`src/rtl/alu_mc_if.sv`:
```
// Request/response bundle for alu_mc: operation request handshake in, result handshake out.
interface alu_mc_if #(
  parameter int unsigned WIDTH = 32
);
  logic             in_valid;
  logic             in_ready;
  logic [3:0]       alufn;
  logic [WIDTH-1:0] data_a;
  logic [WIDTH-1:0] data_b;
  logic             out_valid;
  logic             out_ready;
  logic [WIDTH-1:0] res;
  logic             div_by_zero;

  modport master (
    output in_valid, alufn, data_a, data_b, out_ready,
    input  in_ready, out_valid, res, div_by_zero
  );

  modport slave (
    input  in_valid, alufn, data_a, data_b, out_ready,
    output in_ready, out_valid, res, div_by_zero
  );
endinterface

```
`src/rtl/alu_mc.sv`:
```
// Multi-cycle ALU: latency-1 arithmetic/logic/compare/shift ops plus an iterative signed
// restoring divider that is only built when ALU_MC_DIV_EN is defined.
module alu_mc #(
  parameter int unsigned WIDTH = 32,
  parameter int unsigned SHW   = $clog2(WIDTH)
) (
  input logic     clk,
  input logic     rst,
  input logic     clk_en,
  alu_mc_if.slave bus
);

  localparam logic [3:0] OpAdd   = 4'b0000;
  localparam logic [3:0] OpSub   = 4'b0001;
  localparam logic [3:0] OpMul   = 4'b0010;
  localparam logic [3:0] OpDiv   = 4'b0011;
  localparam logic [3:0] OpCmpEq = 4'b0100;
  localparam logic [3:0] OpCmpLt = 4'b0101;
  localparam logic [3:0] OpCmpLe = 4'b0110;
  localparam logic [3:0] OpAnd   = 4'b1000;
  localparam logic [3:0] OpOr    = 4'b1001;
  localparam logic [3:0] OpXor   = 4'b1010;
  localparam logic [3:0] OpShl   = 4'b1100;
  localparam logic [3:0] OpShr   = 4'b1101;
  localparam logic [3:0] OpSra   = 4'b1110;

`ifdef ALU_MC_DIV_EN
  typedef enum logic [1:0] {StIdle, StDivRun, StHold} state_e;
`else
  typedef enum logic [0:0] {StIdle, StHold} state_e;
`endif

  state_e           state_q, state_d;
  logic             out_valid_q, out_valid_d;
  logic             dbz_q, dbz_d;
  logic [WIDTH-1:0] res_q, res_d;
  logic [WIDTH-1:0] alu_res;
  logic [SHW-1:0]   shamt;
  logic             in_ready, accept, busy;

`ifdef ALU_MC_DIV_EN
  assign busy = (state_q == StDivRun);
`else
  assign busy = 1'b0;
`endif

  assign in_ready = !busy && (!out_valid_q || bus.out_ready);
  assign accept   = clk_en && bus.in_valid && in_ready;
  assign shamt    = bus.data_b[SHW-1:0];

  always_comb begin
    alu_res = '0;
    case (bus.alufn)
      OpAdd:   alu_res = bus.data_a + bus.data_b;
      OpSub:   alu_res = bus.data_a - bus.data_b;
      OpMul:   alu_res = bus.data_a * bus.data_b;
      OpDiv:   alu_res = '0;  // only reaches res when the divider is not built
      OpCmpEq: alu_res = WIDTH'(bus.data_a == bus.data_b);
      OpCmpLt: alu_res = WIDTH'($signed(bus.data_a) < $signed(bus.data_b));
      OpCmpLe: alu_res = WIDTH'($signed(bus.data_a) <= $signed(bus.data_b));
      OpAnd:   alu_res = bus.data_a & bus.data_b;
      OpOr:    alu_res = bus.data_a | bus.data_b;
      OpXor:   alu_res = bus.data_a ^ bus.data_b;
      OpShl:   alu_res = bus.data_a << shamt;
      OpShr:   alu_res = bus.data_a >> shamt;
      OpSra:   alu_res = $signed(bus.data_a) >>> shamt;
      default: alu_res = '0;
    endcase
  end

`ifdef ALU_MC_DIV_EN
  // dvd_q shifts the dividend magnitude out of the top while quotient bits enter at the bottom.
  logic [WIDTH-1:0] dvd_q, dvd_d, rem_q, rem_d, dvs_q, dvs_d;
  logic [SHW-1:0]   cnt_q, cnt_d;
  logic             neg_q, neg_d, zero_q, zero_d;
  logic             op_div, div_last, ge;
  logic [WIDTH:0]   rem_sh;
  logic [WIDTH-1:0] rem_nx, quo_nx, div_res;

  assign op_div   = (bus.alufn == OpDiv);
  assign div_last = busy && (cnt_q == SHW'(WIDTH - 1));
  assign rem_sh   = {rem_q, dvd_q[WIDTH-1]};
  assign ge       = (rem_sh >= {1'b0, dvs_q});
  assign rem_nx   = ge ? WIDTH'(rem_sh - {1'b0, dvs_q}) : rem_sh[WIDTH-1:0];
  assign quo_nx   = {dvd_q[WIDTH-2:0], ge};
  assign div_res  = zero_q ? '1 : (neg_q ? -quo_nx : quo_nx);

  always_comb begin
    dvd_d  = dvd_q;
    rem_d  = rem_q;
    dvs_d  = dvs_q;
    cnt_d  = cnt_q;
    neg_d  = neg_q;
    zero_d = zero_q;
    if (clk_en) begin
      if (accept && op_div) begin
        dvd_d  = bus.data_a[WIDTH-1] ? -bus.data_a : bus.data_a;
        dvs_d  = bus.data_b[WIDTH-1] ? -bus.data_b : bus.data_b;
        rem_d  = '0;
        cnt_d  = '0;
        neg_d  = bus.data_a[WIDTH-1] ^ bus.data_b[WIDTH-1];
        zero_d = (bus.data_b == '0);
      end else if (busy) begin
        dvd_d = quo_nx;
        rem_d = rem_nx;
        cnt_d = cnt_q + SHW'(1);
      end
    end
  end

  always_ff @(posedge clk) begin
    if (rst) begin
      dvd_q  <= '0;
      rem_q  <= '0;
      dvs_q  <= '0;
      cnt_q  <= '0;
      neg_q  <= 1'b0;
      zero_q <= 1'b0;
    end else begin
      dvd_q  <= dvd_d;
      rem_q  <= rem_d;
      dvs_q  <= dvs_d;
      cnt_q  <= cnt_d;
      neg_q  <= neg_d;
      zero_q <= zero_d;
    end
  end
`endif

  always_comb begin
    state_d     = state_q;
    out_valid_d = out_valid_q;
    res_d       = res_q;
    dbz_d       = dbz_q;
    if (clk_en) begin
      if (busy) begin
`ifdef ALU_MC_DIV_EN
        if (div_last) begin
          state_d     = StHold;
          out_valid_d = 1'b1;
          res_d       = div_res;
          dbz_d       = zero_q;
        end
`endif
      end else if (accept) begin
        state_d     = StHold;
        out_valid_d = 1'b1;
        res_d       = alu_res;
        dbz_d       = 1'b0;
`ifdef ALU_MC_DIV_EN
        if (op_div) begin
          state_d     = StDivRun;
          out_valid_d = 1'b0;
          res_d       = res_q;
        end
`endif
      end else if (out_valid_q && bus.out_ready) begin
        state_d     = StIdle;
        out_valid_d = 1'b0;
      end
    end
  end

  always_ff @(posedge clk) begin
    if (rst) begin
      state_q     <= StIdle;
      out_valid_q <= 1'b0;
      res_q       <= '0;
      dbz_q       <= 1'b0;
    end else begin
      state_q     <= state_d;
      out_valid_q <= out_valid_d;
      res_q       <= res_d;
      dbz_q       <= dbz_d;
    end
  end

  assign bus.in_ready    = in_ready;
  assign bus.out_valid   = out_valid_q;
  assign bus.res         = res_q;
  assign bus.div_by_zero = dbz_q;

endmodule

```
`src/flat_wrapper.sv`:
```
// flat-port wrapper written by rule: the top's interface ports become plain ports
module alu_mc_flat 
#(
  parameter int unsigned WIDTH = 32,
  parameter int unsigned SHW   = $clog2(WIDTH)
)
  (clk, rst, clk_en, bus_in_valid, bus_alufn, bus_data_a, bus_data_b, bus_out_ready, bus_in_ready, bus_out_valid, bus_res, bus_div_by_zero);
  alu_mc_if #(.WIDTH(WIDTH)) bus_i ();
  input logic clk;
  input logic rst;
  input logic clk_en;
  input wire logic [$bits(bus_i.in_valid)-1:0] bus_in_valid;
  input wire logic [$bits(bus_i.alufn)-1:0] bus_alufn;
  input wire logic [$bits(bus_i.data_a)-1:0] bus_data_a;
  input wire logic [$bits(bus_i.data_b)-1:0] bus_data_b;
  input wire logic [$bits(bus_i.out_ready)-1:0] bus_out_ready;
  output wire logic [$bits(bus_i.in_ready)-1:0] bus_in_ready;
  output wire logic [$bits(bus_i.out_valid)-1:0] bus_out_valid;
  output wire logic [$bits(bus_i.res)-1:0] bus_res;
  output wire logic [$bits(bus_i.div_by_zero)-1:0] bus_div_by_zero;
  assign bus_i.in_valid = bus_in_valid;
  assign bus_i.alufn = bus_alufn;
  assign bus_i.data_a = bus_data_a;
  assign bus_i.data_b = bus_data_b;
  assign bus_i.out_ready = bus_out_ready;
  assign bus_in_ready = bus_i.in_ready;
  assign bus_out_valid = bus_i.out_valid;
  assign bus_res = bus_i.res;
  assign bus_div_by_zero = bus_i.div_by_zero;
  alu_mc #(.WIDTH(WIDTH), .SHW(SHW)) u_core (.clk(clk), .rst(rst), .clk_en(clk_en), .bus(bus_i));
endmodule
```
`config.mk`:
```
export PLATFORM = sky130hd
export DESIGN_NAME = alu_mc_flat
export DESIGN_NICKNAME = d
export VERILOG_FILES = /design/src/rtl/alu_mc_if.sv /design/src/rtl/alu_mc.sv /design/src/flat_wrapper.sv
export SDC_FILE = /design/constraint.sdc
export NUM_CORES = 2
export LEC_CHECK = 0
export ABC_AREA = 1
export CAP_MARGIN = 20
export CORE_MARGIN = 8
export CORE_UTILIZATION = 50
export CTS_CLUSTER_DIAMETER = 80
export DETAILED_ROUTE_END_ITERATION = 7
export PLACE_DENSITY = 0.72
export SLEW_MARGIN = 20
export SYNTH_ARGS = -nofsm -noshare
export SYNTH_HDL_FRONTEND = slang
export SYNTH_SLANG_ARGS = --single-unit
```
`constraint.sdc`:
```
create_clock -name clk -period 28.6 [get_ports clk]
set_input_delay 8.58 -clock clk [delete_from_list [all_inputs] [get_ports clk]]
set_output_delay 8.58 -clock clk [all_outputs]
set_load 0.02 [all_outputs]
```
**After elaboration in Yosys (flattened, before gate mapping)**

Index checks and enable logic that the tools add are counted.

- Add/sub/neg operators: 2
- Shifts and indexed selects: 3
- Bitwise operators: 3
- Reduce and logical (&&, ||, !) cells: 9
- Multiplexer cells: 3
- Multipliers: 1
- $lt $le $gt $ge: 2
- Equality and inequality tests: 12
- Div/mod/pow operators: 0

Operators by type and width:

| kind | number |
|---|---|
| 32-bit case mux with 12 select lines | 1 |
| 32-bit adder | 1 |
| 32-bit bitwise AND | 1 |
| 32-bit equality test | 1 |
| 32-bit less-or-equal comparator | 1 |
| 32-bit less-than comparator | 1 |
| 32-bit by 32-bit multiplier with 32-bit output | 1 |
| 32-bit OR | 1 |
| 32-bit by 5-bit << shifter with 32-bit output | 1 |
| 32-bit by 5-bit right shift with 32-bit output | 1 |
| 32-bit by 5-bit >>> shifter with 32-bit output | 1 |
| 32-bit subtractor | 1 |
| 32-bit bitwise XOR | 1 |
| 4-bit equality test, second input constant | 6 |
| 4-bit by 3-bit equality test with 1-bit output, second input constant | 3 |
| 4-bit by 1-bit equality test with 1-bit output, second input constant | 1 |
| 4-bit by 2-bit equality test with 1-bit output, second input constant | 1 |
| 4-bit logical NOT | 1 |
| 2-bit AND reduction | 2 |
| 1-bit logical AND | 3 |
| 1-bit two-way mux | 2 |
| 2-bit nonzero test | 1 |
| 1-bit logical NOT | 1 |
| 1-bit logical OR | 1 |

- Memories kept: 0
- Output and inout port bits: 35
- RAM bits: 0
- Bits in registers: 33
- Latch bits: 0
- ROM bits: 0
- Logic and storage cells: 37

**Depth between registers and ports, before layout**

- Depth in word-level cells: 5
- Gate-level depth with buffers: 38
- Depth with buffers taken out: 35

**Worst setup path after synthesis**

Ideal clock, no wire load.

- Path type: input -> output
- Start point: input bus_out_ready
- End point: output bus_in_ready
- Buffers on the path: 0
- Required time: 20.020 ns
- Arrival: 8.761 ns
- Stages on the path: 2
- Slack: 11.259 ns
- Cells stage by stage: inv_1 > nand2_1

- Word-level cells in the longest chain between the ends: 1

RTL lines:

| item | RTL line | source |
|---|---|---|
| from (decl) | flat_wrapper.sv:16 | `input wire logic [$bits(bus_i.out_ready)-1:0] bus_out_ready;` |
| 1-bit logical OR | alu_mc.sv:47 | `assign in_ready = !busy && (!out_valid_q \|\| bus.out_ready);` |
| to (decl) | flat_wrapper.sv:17 | `output wire logic [$bits(bus_i.in_ready)-1:0] bus_in_ready;` |

No other way between the ends.

**Worst setup path after layout**

Ends and elaborated chain as after synthesis.

==> run_summary.xml <==
<?xml version="1.0" encoding="UTF-8"?>
<metrics>
  <group name="run_status">
    <metric name="outcome" unit="">finished clean</metric>
  </group>
  <group name="final_layout">
    <metric name="mostFrequentLayoutCells" unit="">sky130_fd_sc_hd__nand2_1 (1147), sky130_fd_sc_hd__inv_1 (995), sky130_fd_sc_hd__fa_1 (410), sky130_fd_sc_hd__o21ai_0 (245), sky130_fd_sc_hd__a21oi_1 (241)</metric>
    <metric name="final_net_count" unit="">4849</metric>
    <metric name="area_of_the_multi_input_gates" unit="sq mm">0.0215</metric>
    <metric name="final_common_cell" unit="">sky130_fd_sc_hd__nand2_1</metric>
    <metric name="sequential_cell_area" unit="sq um">661</metric>
    <metric name="post_route_cells_drive_above_1_share" unit="%">2.58</metric>
    <metric name="fillerInstances" unit="">5575</metric>
    <metric name="layout-area-overhead-vs-synth" unit="%">6.00</metric>
  </group>
  <group name="die">
    <metric name="initial_core_util" unit="%">50.2</metric>
    <metric name="dieHeight" unit="um">248</metric>
    <metric name="area_of_the_die" unit="sq mm">0.0613</metric>
    <metric name="io_pins" unit="">108</metric>
    <metric name="num_rows" unit="">85</metric>
    <metric name="die_w" unit="um">248</metric>
    <metric name="core_region_area" unit="sq mm">0.0534</metric>
  </group>
  <group name="routing">
    <metric name="detailroute.via_count" unit="">27200</metric>
    <metric name="vias_per_cell" unit="">5.62</metric>
    <metric name="drt-wirelength-per-cell" unit="um">22.4</metric>
    <metric name="drtPass1Iterations" unit="">5</metric>
    <metric name="ant_nets" unit="">0</metric>
    <metric name="totalWireLength" unit="um">109000</metric>
    <metric name="drt_iter0_markers" unit="">2991</metric>
    <metric name="drc_errors" unit="">0</metric>
  </group>
  <group name="clock_tree">
    <metric name="clkLatencyLatePin" unit="ns">0.28</metric>
    <metric name="postCtsSetupBuffers" unit="">0</metric>
    <metric name="cts.sinks" unit="">33</metric>
    <metric name="clock_tree_from_tritoncts" unit="">yes</metric>
    <metric name="ctsHoldBuffers" unit="">0</metric>
    <metric name="cts_resized" unit="">0</metric>
    <metric name="clk_path_buf_depth" unit="">2</metric>
    <metric name="cts.root.buffer_cell" unit="">sky130_fd_sc_hd__clkbuf_16</metric>
    <metric name="cts_inserted_buffers" unit="">5</metric>
    <metric name="clk_pin_slew" unit="ns">0.05</metric>
    <metric name="htree_levels" unit="">2</metric>
  </group>
  <group name="global_route">
    <metric name="pin_count_of_the_biggest_net_entering_global_routing" unit="">81</metric>
    <metric name="grt_antenna_before_repair" unit="">5</metric>
    <metric name="global_route_usage_over_all_layers" unit="%">35.8</metric>
    <metric name="number_of_global_route_vias_before_repair" unit="">27100</metric>
    <metric name="grt_first_pass_wirelength" unit="um">166000</metric>
    <metric name="overflow" unit="">0</metric>
  </group>
  <group name="worst_setup_path">
    <metric name="critical_path.endpoint_type" unit="">output pin</metric>
    <metric name="worstReg2RegEnd" unit="">u_core.bus.res[6]</metric>
    <metric name="worstPathArrival" unit="ns">9.79</metric>
    <metric name="type_of_element_launching_the_critical_path" unit="">primary input</metric>
    <metric name="worstReg2RegStart" unit="">u_core.bus.out_valid</metric>
    <metric name="path_max_fanout" unit="">2</metric>
    <metric name="cell_count_of_the_worst_reg_to_reg_path" unit="">7</metric>
    <metric name="critical_path.startpoint" unit="">bus_out_ready</metric>
    <metric name="timing.setup.critical_path_class" unit="">in2out</metric>
    <metric name="critical_path_required" unit="ns">20.02</metric>
    <metric name="critical_path_destination" unit="">bus_in_ready</metric>
    <metric name="timing.reg2reg.setup_slack" unit="ns">26.42</metric>
  </group>
  <group name="timing">
    <metric name="final.setup_skew" unit="ns">0.00315</metric>
    <metric name="maxClockFrequency" unit="MHz">54.4</metric>
    <metric name="finalHoldViolations" unit="">0</metric>
    <metric name="tightestPinTransition" unit="ns">1.16</metric>
    <metric name="setup_violations" unit="">0</metric>
    <metric name="setup_total_negative_slack" unit="ns">0</metric>
    <metric name="rsz0062_at_grt" unit="">no</metric>
    <metric name="final-max-slew-violation-count" unit="">0</metric>
    <metric name="timing.max_slew.rel_slack" unit="%">22.5</metric>
    <metric name="shortest_period_the_worst_path_allows" unit="ns">18.37</metric>
    <metric name="fin_crit_sh" unit="%">64.2</metric>
  </group>
  <group name="synth">
    <metric name="yosysWarnings" unit="">0</metric>
    <metric name="synth-edff-count" unit="">0</metric>
    <metric name="synth_seq_cells" unit="">33</metric>
    <metric name="prevailing_post_synth_register_cell" unit="">sky130_fd_sc_hd__dfxtp_1</metric>
    <metric name="mappedNetlistNets" unit="">4884</metric>
    <metric name="synth.distinct_cells" unit="">58</metric>
    <metric name="synth_sequential_area_ratio" unit="%">2.47</metric>
    <metric name="mappedNetlistArea" unit="sq mm">0.0268</metric>
    <metric name="postSynthCellCount" unit="">4181</metric>
    <metric name="ys_async_sr_fraction" unit="%">0</metric>
    <metric name="synth_area_per_inst" unit="sq um">6.41</metric>
  </group>
  <group name="placed_design">
    <metric name="port_buffer_cells" unit="">106</metric>
    <metric name="gp_routability_congestion" unit="">1.05</metric>
    <metric name="detailedPlacementHpwl" unit="um">89600</metric>
  </group>
  <group name="hold_path">
    <metric name="hold_path_class" unit="">reg2reg</metric>
  </group>
  <group name="run">
    <metric name="maxCapViolations" unit="">0</metric>
  </group>
</metrics>
cells by family after synthesis:
kind of cell | after synthesis | synth area share (%)
mux | 8 | 0.299
xor+xnor | 22 | 0.719
compound gates | 677 | 14.3
fa+ha+maj | 630 | 40.9
buf+inv | 1213 | 17.3
simple gates | 1597 | 24.0
flops | 33 | 2.47
other cells | 1 | 0.0140
state kept, by name (all words and copies together) (netlist names):
| signal | cells |
|---|---|
| u_core.bus.out_valid | 1 |
| u_core.bus.res | 32 |
synthesized netlist by cell type (3+ instances only):
cell type / instances / area [sq um]
sky130_fd_sc_hd__xnor2_1: 7 / 61.3
sky130_fd_sc_hd__nand3_1: 178 / 891
sky130_fd_sc_hd__o21ai_0: 246 / 1230
sky130_fd_sc_hd__or2_2: 7 / 43.8
sky130_fd_sc_hd__clkinv_1: 3 / 11.3
sky130_fd_sc_hd__nor2_1: 182 / 683
sky130_fd_sc_hd__a31oi_1: 12 / 75.1
sky130_fd_sc_hd__ha_1: 220 / 2750
sky130_fd_sc_hd__a21o_1: 15 / 113
sky130_fd_sc_hd__o22ai_1: 16 / 100
sky130_fd_sc_hd__nor4_1: 5 / 31.3
sky130_fd_sc_hd__nor2_2: 3 / 18.8
sky130_fd_sc_hd__fa_1: 410 / 8210
sky130_fd_sc_hd__o21ai_2: 3 / 26.3
sky130_fd_sc_hd__o21a_1: 9 / 67.6
sky130_fd_sc_hd__nand2_1: 1147 / 4310
sky130_fd_sc_hd__o221a_2: 3 / 33.8
sky130_fd_sc_hd__nor3_1: 28 / 140
sky130_fd_sc_hd__a211oi_1: 8 / 60.1
sky130_fd_sc_hd__inv_1: 996 / 3740
sky130_fd_sc_hd__mux2i_1: 8 / 80.1
sky130_fd_sc_hd__inv_2: 6 / 22.5
sky130_fd_sc_hd__or2_1: 4 / 25.0
sky130_fd_sc_hd__o21ai_1: 30 / 150
sky130_fd_sc_hd__clkbuf_2: 4 / 20.0
sky130_fd_sc_hd__nand4_1: 29 / 181
sky130_fd_sc_hd__a2111oi_0: 5 / 43.8
sky130_fd_sc_hd__o2111ai_1: 9 / 78.8
sky130_fd_sc_hd__nand3b_1: 9 / 67.6
sky130_fd_sc_hd__a221oi_1: 7 / 61.3
sky130_fd_sc_hd__buf_2: 45 / 225
sky130_fd_sc_hd__a21boi_0: 7 / 52.6
sky130_fd_sc_hd__dfxtp_1: 33 / 661
sky130_fd_sc_hd__xor2_1: 15 / 131
sky130_fd_sc_hd__o21bai_1: 16 / 120
sky130_fd_sc_hd__o211ai_1: 23 / 173
sky130_fd_sc_hd__clkbuf_1: 117 / 439
sky130_fd_sc_hd__a21oi_1: 241 / 1210
sky130_fd_sc_hd__buf_1: 36 / 135
sky130_fd_sc_hd__o31ai_1: 4 / 30.0
sky130_fd_sc_hd__o221ai_1: 8 / 70.1
sky130_fd_sc_hd__buf_4: 4 / 30.0
worst min-delay path by stage:
| stage | startpoint | endpoint | slack (ns) | cells after the start |
|---|---|---|---|---|
| 6_report | u_core.bus.res[10] | u_core.bus.res[10] | 0.46 | 2 |
| 5_1_grt | u_core.bus.res[18] | u_core.bus.res[18] | 0.49 | 2 |
| 4_1_cts | u_core.bus.res[10] | u_core.bus.res[10] | 0.47 | 2 |
| 3_5_place_dp | u_core.bus.res[25] | u_core.bus.res[25] | 0.46 | 2 |
| 3_3_place_gp | u_core.bus.res[28] | u_core.bus.res[28] | 0.45 | 2 |
| 2_1_floorplan | u_core.bus.res[0] | u_core.bus.res[0] | 0.55 | 2 |
metal layers:
metal	track usage, %	vias to the layer above	part of all wire, %
li1	-	12600	-
met5	0	-	0.035
met1	47.2	13000	41
met2	57.3	1344	45
met4	13.5	6	4.4
met3	7.95	264	10
cell type report:
cell class / count / share of cell area [%]
sequential: 33 / 2.33
tap: 696 / 3.07
antenna: 2 / 0.0176
inverter: 1005 / 13.3
clock buffer: 6 / 0.454
clock inverter: 2 / 0.0352
timing repair buffer: 166 / 5.16
multi-input combinational: 2935 / 75.7
through the flow:
| stage | hold slack (ns) | util, % | area [sq um] | cells | setup WS (ns) |
|---|---|---|---|---|---|
| floorplan | 0.545 | - | 26800 | 4181 | 11.26 |
| global placement | 0.453 | 52.9 | 28300 | 4834 | 10.24 |
| detailed placement | 0.458 | 52.9 | 28300 | 4834 | 10.24 |
| CTS | 0.467 | 53.2 | 28400 | 4842 | 10.24 |
| global route | 0.485 | 53.2 | 28400 | 4843 | 10.21 |
| finish | 0.463 | 53.2 | 28400 | 4845 | 10.23 |
worst max-delay path, cell delays in order:
cell,delay [ns]
sky130_fd_sc_hd__clkdlybuf4s50_1,0.49
sky130_fd_sc_hd__inv_1,0.04
sky130_fd_sc_hd__nand2_1,0.06
sky130_fd_sc_hd__clkdlybuf4s50_1,0.61
Power is not shown: default switching activity piles up to over one toggle a cycle in this logic, so the estimate is an artifact.
